`src/rtl/cva6_ptw_sv32_pkg.sv`:
```
// Sv32 page-table walker shared types and helpers.
// Used by the walker top and its PTE classifier.
package cva6_ptw_sv32_pkg;

  localparam int unsigned LVL1      = 1;
  localparam int unsigned LVL0      = 0;
  localparam int unsigned PTE_BYTES = 4;

  typedef struct packed {
    logic [21:0] ppn;
    logic [1:0]  rsw;
    logic        d;
    logic        a;
    logic        g;
    logic        u;
    logic        x;
    logic        w;
    logic        r;
    logic        v;
  } pte_t;

  typedef enum logic [2:0] {
    IDLE,
    L1_REQ,
    L1_WAIT,
    L0_REQ,
    L0_WAIT,
    DRAIN
  } walk_state_e;

  typedef struct packed {
    logic        valid;
    logic        is_4m;
    logic [19:0] vpn;
    logic [8:0]  asid;
    pte_t        pte;
  } tlb_update_t;

  // Byte address of entry idx inside the page-table page ppn.
  function automatic logic [33:0] pte_addr(
    input logic [21:0] ppn,
    input logic [9:0]  idx
  );
    return {ppn, 12'h000} + 34'(idx) * 34'(PTE_BYTES);
  endfunction

endpackage

```
`src/rtl/cva6_ptw_pte_check.sv`:
```
// Combinational Sv32 PTE classifier for one walk level.
// PTW_AD_CHECK_EN: leaves with A clear, or W set and D clear, fault.
module cva6_ptw_pte_check
  import cva6_ptw_sv32_pkg::*;
(
  input  logic [31:0] pte_i,
  input  logic        level_i,
  output logic        invalid_o,
  output logic        leaf_o,
  output logic        pointer_o,
  output logic        misaligned_o,
  output logic        ad_fault_o
);

  pte_t p;
  logic unused_bits;

  assign p = pte_t'(pte_i);

  // Decode the permission bits into mutually exclusive classes.
  always_comb begin
    invalid_o    = !p.v || (p.w && !p.r);
    leaf_o       = !invalid_o && (p.r || p.x);
    pointer_o    = p.v && !p.r && !p.w && !p.x;
    misaligned_o = leaf_o && (level_i == 1'(LVL1))
                   && (p.ppn[9:0] != 10'd0);
`ifdef PTW_AD_CHECK_EN
    ad_fault_o   = leaf_o && (!p.a || (p.w && !p.d));
`else
    ad_fault_o   = 1'b0;
`endif
  end

`ifdef PTW_AD_CHECK_EN
  assign unused_bits = ^{p.rsw, p.g, p.u, p.ppn[21:10]};
`else
  assign unused_bits = ^{p.rsw, p.g, p.u, p.ppn[21:10], p.a, p.d};
`endif

endmodule

```
`src/rtl/cva6_ptw_sv32_walker.sv`:
```
// Sv32 two-level page-table walker producing TLB updates.
// PTW_AD_CHECK_EN enables A/D-bit faults on leaf PTEs.
module cva6_ptw_sv32_walker
  import cva6_ptw_sv32_pkg::*;
#(
  parameter int unsigned ASID_WIDTH = 1,
  parameter int unsigned PAW        = 34
) (
  input  logic                  clk_i,
  input  logic                  rst_i,
  input  logic                  flush_i,
  input  logic [21:0]           satp_ppn_i,
  input  logic                  req_valid_i,
  output logic                  req_ready_o,
  input  logic [19:0]           req_vpn_i,
  input  logic [ASID_WIDTH-1:0] req_asid_i,
  output logic                  mem_req_o,
  output logic [PAW-1:0]        mem_addr_o,
  input  logic                  mem_gnt_i,
  input  logic                  mem_rvalid_i,
  input  logic [31:0]           mem_rdata_i,
  output logic [62:0]           update_o,
  output logic                  error_o,
  output logic                  busy_o
);

  walk_state_e           state_q, state_d;
  logic [19:0]           vpn_q;
  logic [ASID_WIDTH-1:0] asid_q;
  logic [PAW-1:0]        addr_q;
  tlb_update_t           upd_q;
  logic                  err_q;

  pte_t       pte;
  logic       lvl;
  logic       in_wait;
  logic       resp_fire;
  logic       accept;
  logic       do_update;
  logic       do_ptr;
  logic       do_err;
  logic [8:0] asid_ext;

  logic invalid, leaf, pointer, misaligned, ad_fault;

  assign pte = pte_t'(mem_rdata_i);

  cva6_ptw_pte_check u_check (
    .pte_i        (mem_rdata_i),
    .level_i      (lvl),
    .invalid_o    (invalid),
    .leaf_o       (leaf),
    .pointer_o    (pointer),
    .misaligned_o (misaligned),
    .ad_fault_o   (ad_fault)
  );

  // Response decode; a flush in the rvalid cycle drops the PTE.
  always_comb begin
    lvl       = (state_q == L1_WAIT) ? 1'(LVL1) : 1'(LVL0);
    in_wait   = (state_q == L1_WAIT) || (state_q == L0_WAIT);
    resp_fire = in_wait && mem_rvalid_i && !flush_i;
    accept    = req_valid_i && req_ready_o;
    do_update = resp_fire && leaf && !misaligned && !ad_fault;
    do_ptr    = resp_fire && pointer && (lvl == 1'(LVL1));
    do_err    = resp_fire
                && (invalid || misaligned || ad_fault
                    || (pointer && (lvl == 1'(LVL0))));
    asid_ext  = '0;
    asid_ext[ASID_WIDTH-1:0] = asid_q;
  end

  // Walk state register.
  always_ff @(posedge clk_i) begin
    if (rst_i) begin
      state_q <= IDLE;
    end else begin
      state_q <= state_d;
    end
  end

  // Next-state logic, including flush and drain handling.
  always_comb begin
    state_d = state_q;
    unique case (state_q)
      IDLE: begin
        if (accept) state_d = L1_REQ;
      end
      L1_REQ, L0_REQ: begin
        if (flush_i) begin
          state_d = mem_gnt_i ? DRAIN : IDLE;
        end else if (mem_gnt_i) begin
          state_d = (state_q == L1_REQ) ? L1_WAIT : L0_WAIT;
        end
      end
      L1_WAIT, L0_WAIT: begin
        if (flush_i) begin
          state_d = mem_rvalid_i ? IDLE : DRAIN;
        end else if (mem_rvalid_i) begin
          state_d = do_ptr ? L0_REQ : IDLE;
        end
      end
      DRAIN: begin
        if (mem_rvalid_i) state_d = IDLE;
      end
      default: state_d = IDLE;
    endcase
  end

  // Handshake and status outputs decoded from the state.
  always_comb begin
    req_ready_o = (state_q == IDLE) && !flush_i;
    mem_req_o   = (state_q == L1_REQ) || (state_q == L0_REQ);
    busy_o      = (state_q != IDLE);
    mem_addr_o  = mem_req_o ? addr_q : '0;
  end

  // Latch the miss and build each PTE address once, so it holds until grant.
  always_ff @(posedge clk_i) begin
    if (rst_i) begin
      vpn_q  <= '0;
      asid_q <= '0;
      addr_q <= '0;
    end else if (accept) begin
      vpn_q  <= req_vpn_i;
      asid_q <= req_asid_i;
      addr_q <= PAW'(pte_addr(satp_ppn_i, req_vpn_i[19:10]));
    end else if (do_ptr) begin
      addr_q <= PAW'(pte_addr(pte.ppn, vpn_q[9:0]));
    end
  end

  // Single-cycle update and fault pulses.
  always_ff @(posedge clk_i) begin
    if (rst_i) begin
      upd_q <= '0;
      err_q <= 1'b0;
    end else begin
      upd_q <= '0;
      err_q <= do_err;
      if (do_update) begin
        upd_q.valid <= 1'b1;
        upd_q.is_4m <= (lvl == 1'(LVL1));
        upd_q.vpn   <= vpn_q;
        upd_q.asid  <= asid_ext;
        upd_q.pte   <= pte;
      end
    end
  end

  assign update_o = upd_q;
  assign error_o  = err_q;

endmodule
```
`config.mk`:
```
export PLATFORM = sky130hd
export DESIGN_NAME = cva6_ptw_sv32_walker
export DESIGN_NICKNAME = d
export VERILOG_FILES = /design/src/rtl/cva6_ptw_sv32_pkg.sv /design/src/rtl/cva6_ptw_pte_check.sv /design/src/rtl/cva6_ptw_sv32_walker.sv
export SDC_FILE = /design/constraint.sdc
export NUM_CORES = 1
export LEC_CHECK = 0
export CORE_MARGIN = 2
export CORE_UTILIZATION = 43
export DETAILED_ROUTE_END_ITERATION = 8
export PLACE_DENSITY_LB_ADDON = 0.3
export SETUP_SLACK_MARGIN = 0.15
export SLEW_MARGIN = 20
export SYNTH_ARGS = -nofsm -noshare
export SYNTH_HDL_FRONTEND = slang
export SYNTH_SLANG_ARGS = --single-unit
```
`constraint.sdc`:
```
create_clock -name clk_i -period 2.7 [get_ports clk_i]
set_clock_uncertainty 0.2 [all_clocks]
set_input_delay 0.27 -clock clk_i [delete_from_list [all_inputs] [get_ports clk_i]]
set_output_delay 0.27 -clock clk_i [all_outputs]
set_load 0.1 [all_outputs]
```
=== Word level (Yosys, flattened, before mapping) ===
Cells that the tools add are included.

* Bits in registers: 122
* Input bits: 81
* Output and inout port bits: 101
* Logic and storage cells: 87

* Add/sub/neg operators: 2
* Eq/ne operators: 9
* Muxes and demuxes: 16
* Bitwise operators: 2
* Reductions and logical operators: 38

{| class="wikitable"
|+ Operators with widths
! kind !! count
|-
| $mux 34 || 3
|-
| $add 34x12->34 || 2
|-
| $mux 63 || 1
|-
| $mux 3 || 9
|-
| $logic_and 1x1->1 || 17
|-
| $pmux 3 s4 || 1
|-
| $reduce_bool 10->1 || 1
|-
| $logic_not 1->1 || 7
|-
| $eq 3x2->1 const B || 2
|-
| $eq 3x3->1 const B || 2
|-
| $logic_or 1x1->1 || 6
|-
| $ne 3x3->1 const B || 2
|-
| $reduce_or 2->1 || 3
|-
| $ne 2x2->1 const B || 2
|-
| $reduce_and 4->1 || 1
|-
| $eq 3x1->1 const B || 1
|-
| $logic_not 3->1 || 1
|-
| $reduce_bool 3->1 || 1
|-
| $mux 2 || 1
|-
| $not 1->1 || 2
|-
| $reduce_bool 2->1 || 1
|-
| $mux 1 || 1
|}

=== Longest topological paths before layout ===
* Depth in word-level cells: 11
* Depth in mapped cells: 7
* Depth with buffers taken out: 4

=== Hierarchy ===
A second synthesis with hierarchy kept.

* Cell total of the unflattened synthesis: 463
* Area total of the unflattened synthesis: 4451.8 um2

{| class="wikitable"
|+ By module, submodules not included
! module !! instances !! cells each !! area an instance (um2) !! seq. area each (um2)
|-
| cva6_ptw_sv32_walker || 1 || 451 || 4369.2 || 2242.2
|-
| cva6_ptw_pte_check || 1 || 12 || 82.6 || 0.0
|}

=== Least setup slack after synthesis ===
Ideal clock, no wire load.

* Kind: register to register
* From: register state_q[2]
* To: register addr_q[14]
* Setup time: 143 ps
* Arrival time: 4781 ps
* Required time: 2357 ps
* Setup slack: -2424 ps
* Cell stages (with the launch flop): 7
* Path buffers: 2
* Clock period less this slack: 5124 ps
* Cells stage by stage: dfxtp_1 buf_6 nor4_1 nand2_1 buf_2 nand3_2 a21oi_2

* Elaborated cells between the ends (all ways): 13
* Classes of those cells: eq/ne (2); mux (2); reduce/logical (9)

{| class="wikitable"
|+ RTL lines
! what !! RTL line !! RTL
|-
| start, declared || cva6_ptw_sv32_walker.sv:27 || <nowiki>walk_state_e state_q, state_d;</nowiki>
|-
| start signal, assigned || cva6_ptw_sv32_walker.sv:78 || <nowiki>state_q <= state_d;</nowiki>
|-
| $logic_not 3->1 (*) || cva6_ptw_sv32_walker.sv:112 || <nowiki>req_ready_o = (state_q == IDLE) && !flush_i;</nowiki>
|-
| $logic_and 1x1->1 (*) || cva6_ptw_sv32_walker.sv:112 ||
|-
| named net req_ready_o || cva6_ptw_sv32_walker.sv:14 || <nowiki>output logic req_ready_o,</nowiki>
|-
| $logic_and 1x1->1 (*) || cva6_ptw_sv32_walker.sv:63 || <nowiki>accept = req_valid_i && req_ready_o;</nowiki>
|-
| $mux 34 or $reduce_bool 2->1 (tied branches) || - ||
|-
| end signal, assigned || cva6_ptw_sv32_walker.sv:127 || <nowiki>addr_q <= PAW'(pte_addr(satp_ppn_i, req_vpn_i[19:10]));</nowiki>
|-
| end signal, assigned || cva6_ptw_sv32_walker.sv:129 || <nowiki>addr_q <= PAW'(pte_addr(pte.ppn, vpn_q[9:0]));</nowiki>
|-
| end, declared || cva6_ptw_sv32_walker.sv:30 || <nowiki>logic [PAW-1:0] addr_q;</nowiki>
|}

Mark *: on every way through the listed nets, which the timed path passes. The rest lies on a longest branch.
A chain may end at the register's enable or synchronous reset.

=== Worst setup path after layout ===
* From: register state_q[0]
* To: output port mem_addr_o[12]

* Longest elaborated chain between the ends: 3
* Elaborated cells between the ends (all ways): 4
* Classes of those cells: eq/ne (2); mux (1); reduce/logical (1)

{| class="wikitable"
|+ RTL lines
! what !! RTL line !! RTL
|-
| $eq 3x1->1 or $eq 3x2->1 (tied branches) || cva6_ptw_sv32_walker.sv:113 || <nowiki>mem_req_o = (state_q == L1_REQ) || (state_q == L0_REQ);</nowiki>
|-
| $logic_or 1x1->1 (*) || cva6_ptw_sv32_walker.sv:113 ||
|-
| $mux 34 (*) || cva6_ptw_sv32_walker.sv:115 || <nowiki>mem_addr_o = mem_req_o ? addr_q : '0;</nowiki>
|-
| end, declared || cva6_ptw_sv32_walker.sv:18 || <nowiki>output logic [PAW-1:0] mem_addr_o,</nowiki>
|}

Every way passes the cells marked *; elsewhere a longest branch is shown, timed or not.

==> results.env <==
RUN_STATUS='complete, no violations'
PERIOD_NEEDED_PS=2310
YOSYS.CELL_COUNT.TOP_TYPE='sky130_fd_sc_hd__dfxtp_1'
FMAXACHIEVABLE_GHz=0.432
SYN_AVG_CELL_AREA_SQ_UM=9.79
COMB_POWER_SHARE=0.367
HPWLAFTERDP_MM=8.05
HOLD_CLASS='input pin to flip-flop'
PORT_BUFFERS=171
YOSYS_WARNINGS=0
PLACED_AREA_SQ_UM=6420
ASYNC_FLOP_SHARE=0
FINAL_NET_COUNT=689
YS_TOP_CELLS_BY_COUNT='112 x sky130_fd_sc_hd__dfxtp_1, 85 x sky130_fd_sc_hd__and2_1, 45 x sky130_fd_sc_hd__nand2_1'
REPORT.FINAL.HOLD_VIOL_COUNT=0
CTS-HTREE-LEVELS=3
DESIGN_AREA_SQ_UM=6610
CLOCK_POWER_SHARE=0.216
CELLLEAKAGEPOWER_nW=2.58
CTS_MADE_BUFFERS=9
DRT_PASS1_ITERATIONS=4
CLKSLEWWORSTSETUPHOLDPATHS_PS=110
NUM_ANTENNA_CELLS=0
PATH_MAX_FANOUT=25
TIMING.REG2REG.SETUP_SLACK_PS=450
DRT-WIRELENGTH-PER-CELL_MICRONS=15.5
CORE-AREA_SQ_UM=9820
GRT_FIRST_PASS_WIRELENGTH_MM=18.8
CLOCK_INSERTION_DELAY_WORST_SKEW_PS=360
POWER.IR.VDD_WORST_V=0.000563
SYNTHDOMINANTAREACELLTYPE='sky130_fd_sc_hd__dfxtp_1'
SWITCHING_POWER_W=0.00171
SETUP_REPAIR_AFTER_GLOBAL_ROUTING_MISSED_ITS_MARGIN='no'
PLACEMENTROWS=36
POSTSYNTHCELLCOUNT=448
CRIT_TYPE='flip-flop to output port'
FP.DIEAREA_SQ_UM=11000
DIE_Y_MICRONS=105
GRT_ANTENNA_BEFORE_REPAIR=0
FINAL_MAX_SLEW_VIOL_COUNT=0
VIAS=3760
EDFF_COUNT_SYNTH=0
POST_SYNTHESIS_CELL_AREA_SQ_UM=4380
FINAL.SETUP.TNS_PS=0
FIRST_GLOBAL_VIAS=3711
CTS_NUM_SINKS=112
DIE-WIDTH_MICRONS=105
CP_DATA_REQUIRED_TIME_PS=2230
DRTITER0DRC=150
FINALHOLDWORSTSLACK_PS=44.0
START_UTIL=0.446
CTSROOTBUFFERMASTER='sky130_fd_sc_hd__clkbuf_8'
SETUP_VIOLATIONS=0
GRT.MET2_USAGE=0.353
YOSYS_MOST_USED_DFF='sky130_fd_sc_hd__dfxtp_1'
SYNTH-SEQ-AREA-SHARE=0.511
GRT.MET3_USAGE=0.0430
MET1_USAGE=0.271
FINAL_LAYOUT_SIZE_SUFFIX_GT1_FRAC=0.308
TIGHTESTPINTRANSITION_PS=711
FILLERINSTANCES=796
ROUTED_WIRELENGTH_MM=11.6
GP_CONGESTION=0.805
CP-END-KIND='output port'
FINAL_MIN_PERIOD_OVER_CLOCK_PERIOD=0.857
YS_TOP_CELLS_BY_AREA='sky130_fd_sc_hd__dfxtp_1 51%, sky130_fd_sc_hd__and2_1 12%, sky130_fd_sc_hd__nand3_2 4.6%, sky130_fd_sc_hd__a21oi_2 4.0%, sky130_fd_sc_hd__nand2_1 3.9%'
CTS.HOLD.BUFFERS_ADDED=0
SETUP.WORST_PATH.START_CLASS='flip-flop'
SEQPWRFRAC=0.417
SYN_TO_FINAL_GROWTH_PCT=50.8
WORST-ENDPOINT-ARRIVAL_PS=1840
INTERNAL_POWER_W=0.00271
CTSLONGESTPATHBUFFERS=2
SWSHARE=0.386
PIN_COUNT_OF_THE_BIGGEST_NET_ENTERING_GLOBAL_ROUTING=57
POWER_DENSITY_nW_PER_UM2=668
CTS_TREE='done'
ANTENNA_VIOLATING_NETS_POST_ROUTE=0
OVERFLOW=0
POWER_W=0.00442
SYNTH-SEQ-CELLS=112
PORTION_OF_SYNTHESIZED_CELL_AREA_OCCUPIED_BY_THE_LEADING_CELL_TYPE=0.511
GRTUSAGETOTAL=0.212
SYNTH_CELL_TYPE_COUNT=45
DRCVIOLATIONCOUNT=0
MAX_SLEW_MARGIN=0.526
TIMING.MAX_CAP.VIOLATIONS=0
BUSIEST_LAYER='met2'
TOP_LEVEL_PORTS=182
VIA_DENSITY=5.04
-- layout make-up --
cell class | count | area [sq um] | share of cell area
Multi-Input combinational cell | 297 | 1960 | 0.297
Tap cell | 133 | 166 | 0.0252
Timing Repair Buffer | 184 | 2040 | 0.308
Clock inverter | 7 | 61.3 | 0.00927
Clock buffer | 9 | 124 | 0.0187
Sequential cell | 112 | 2240 | 0.339
Inverter | 4 | 15.0 | 0.00227
-- per-layer routing --
metal	vias to the layer above	wire, microns
li1	1826	-
met1	1759	4880
met2	156	5720
met3	19	741
met4	0	243
met5	-	0
-- state kept, by name, indices dropped and copies added, names as in the netlist --
| register | cells |
|---|---|
| state_q | 3 |
| addr_q | 32 |
| vpn_q | 20 |
| asid_q | 1 |
| error_o | 1 |
| update_o | 55 |
-- worst paths after layout --
kind                            depth (start not counted)  startpoint        endpoint
worst min-delay path                                    3       rst_i         error_o
worst min register to register                          2   vpn_q[19]       vpn_q[19]
worst max register to register                          5  state_q[2]      addr_q[30]
worst max-delay path                                    5  state_q[0]  mem_addr_o[12]
-- metrics by stage --
stage	utilization	std cells	setup WS, ps
global route	0.673	746	257
global placement	0.654	730	304
floorplan	-	457	80.8
CTS	0.673	746	179
finish	0.673	746	386
detailed placement	0.654	730	242
-- power by group through the flow --
| stage | Sequential [W] | Clock, W | Combinational [W] |
|---|---|---|---|
| finish | 0.00184 | 0.000952 | 0.00162 |
| global route | 0.00186 | 0.00106 | 0.00172 |
| CTS | 0.00184 | 0.000983 | 0.00163 |
| detailed placement | 0.00188 | 0 | 0.00162 |
| global placement | 0.00187 | 0 | 0.00159 |
| floorplan | 0.00193 | 0 | 0.00105 |
-- worst max-delay path, stage by stage, from the launching register on --
cell,delay (ps)
sky130_fd_sc_hd__dfxtp_1,350
sky130_fd_sc_hd__buf_4,190
sky130_fd_sc_hd__nor2b_4,320
sky130_fd_sc_hd__buf_12,210
sky130_fd_sc_hd__and2_1,220
sky130_fd_sc_hd__buf_12,190
-- logic make-up (layout without fill, tap and decap cells) --
| kind of cell | Yosys count | in the layout | synth area share |
|---|---|---|---|
| other | 1 | 10 | 0.000855 |
| xor gates and xnor gates | 1 | 1 | 0.00200 |
| and+or+nand+nor | 193 | 193 | 0.271 |
| buffers and inverters | 48 | 204 | 0.0611 |
| muxes | 1 | 1 | 0.00228 |
| AOI/OAI and AO/OA | 92 | 92 | 0.151 |
| DFF | 112 | 112 | 0.511 |
-- placed cells by master (no fill, tap or decap), types with 2 or more instances in the layout --
cell type	n
sky130_fd_sc_hd__nand2b_1	5
sky130_fd_sc_hd__o22ai_1	2
sky130_fd_sc_hd__buf_4	67
sky130_fd_sc_hd__nand3_2	20
sky130_fd_sc_hd__nor3_1	12
sky130_fd_sc_hd__nor2_1	5
sky130_fd_sc_hd__nand2_1	37
sky130_fd_sc_hd__o211ai_1	2
sky130_fd_sc_hd__a311oi_1	9
sky130_fd_sc_hd__a31oi_1	2
sky130_fd_sc_hd__and2_1	75
sky130_fd_sc_hd__clkdlybuf4s50_1	79
sky130_fd_sc_hd__o21ai_0	2
sky130_fd_sc_hd__a21oi_1	26
sky130_fd_sc_hd__a22oi_1	22
sky130_fd_sc_hd__inv_1	4
sky130_fd_sc_hd__nand2_2	8
sky130_fd_sc_hd__dfxtp_1	112
sky130_fd_sc_hd__nor4_1	4
sky130_fd_sc_hd__buf_12	37
sky130_fd_sc_hd__inv_8	2
sky130_fd_sc_hd__nor2b_1	2
sky130_fd_sc_hd__clkinv_4	2
sky130_fd_sc_hd__clkbuf_8	9
sky130_fd_sc_hd__nor4_4	2
sky130_fd_sc_hd__and2_2	10
sky130_fd_sc_hd__nand3_1	2
sky130_fd_sc_hd__conb_1	10
sky130_fd_sc_hd__a21oi_2	20
-- what timing repair did --
action | 4_1_cts | 5_1_grt
endpoints found under the setup margin | 0 | 24
gates resized for setup | 0 | 1
buffers inserted | 0 | 0
Note: power is estimated with default switching activity, not from simulation.
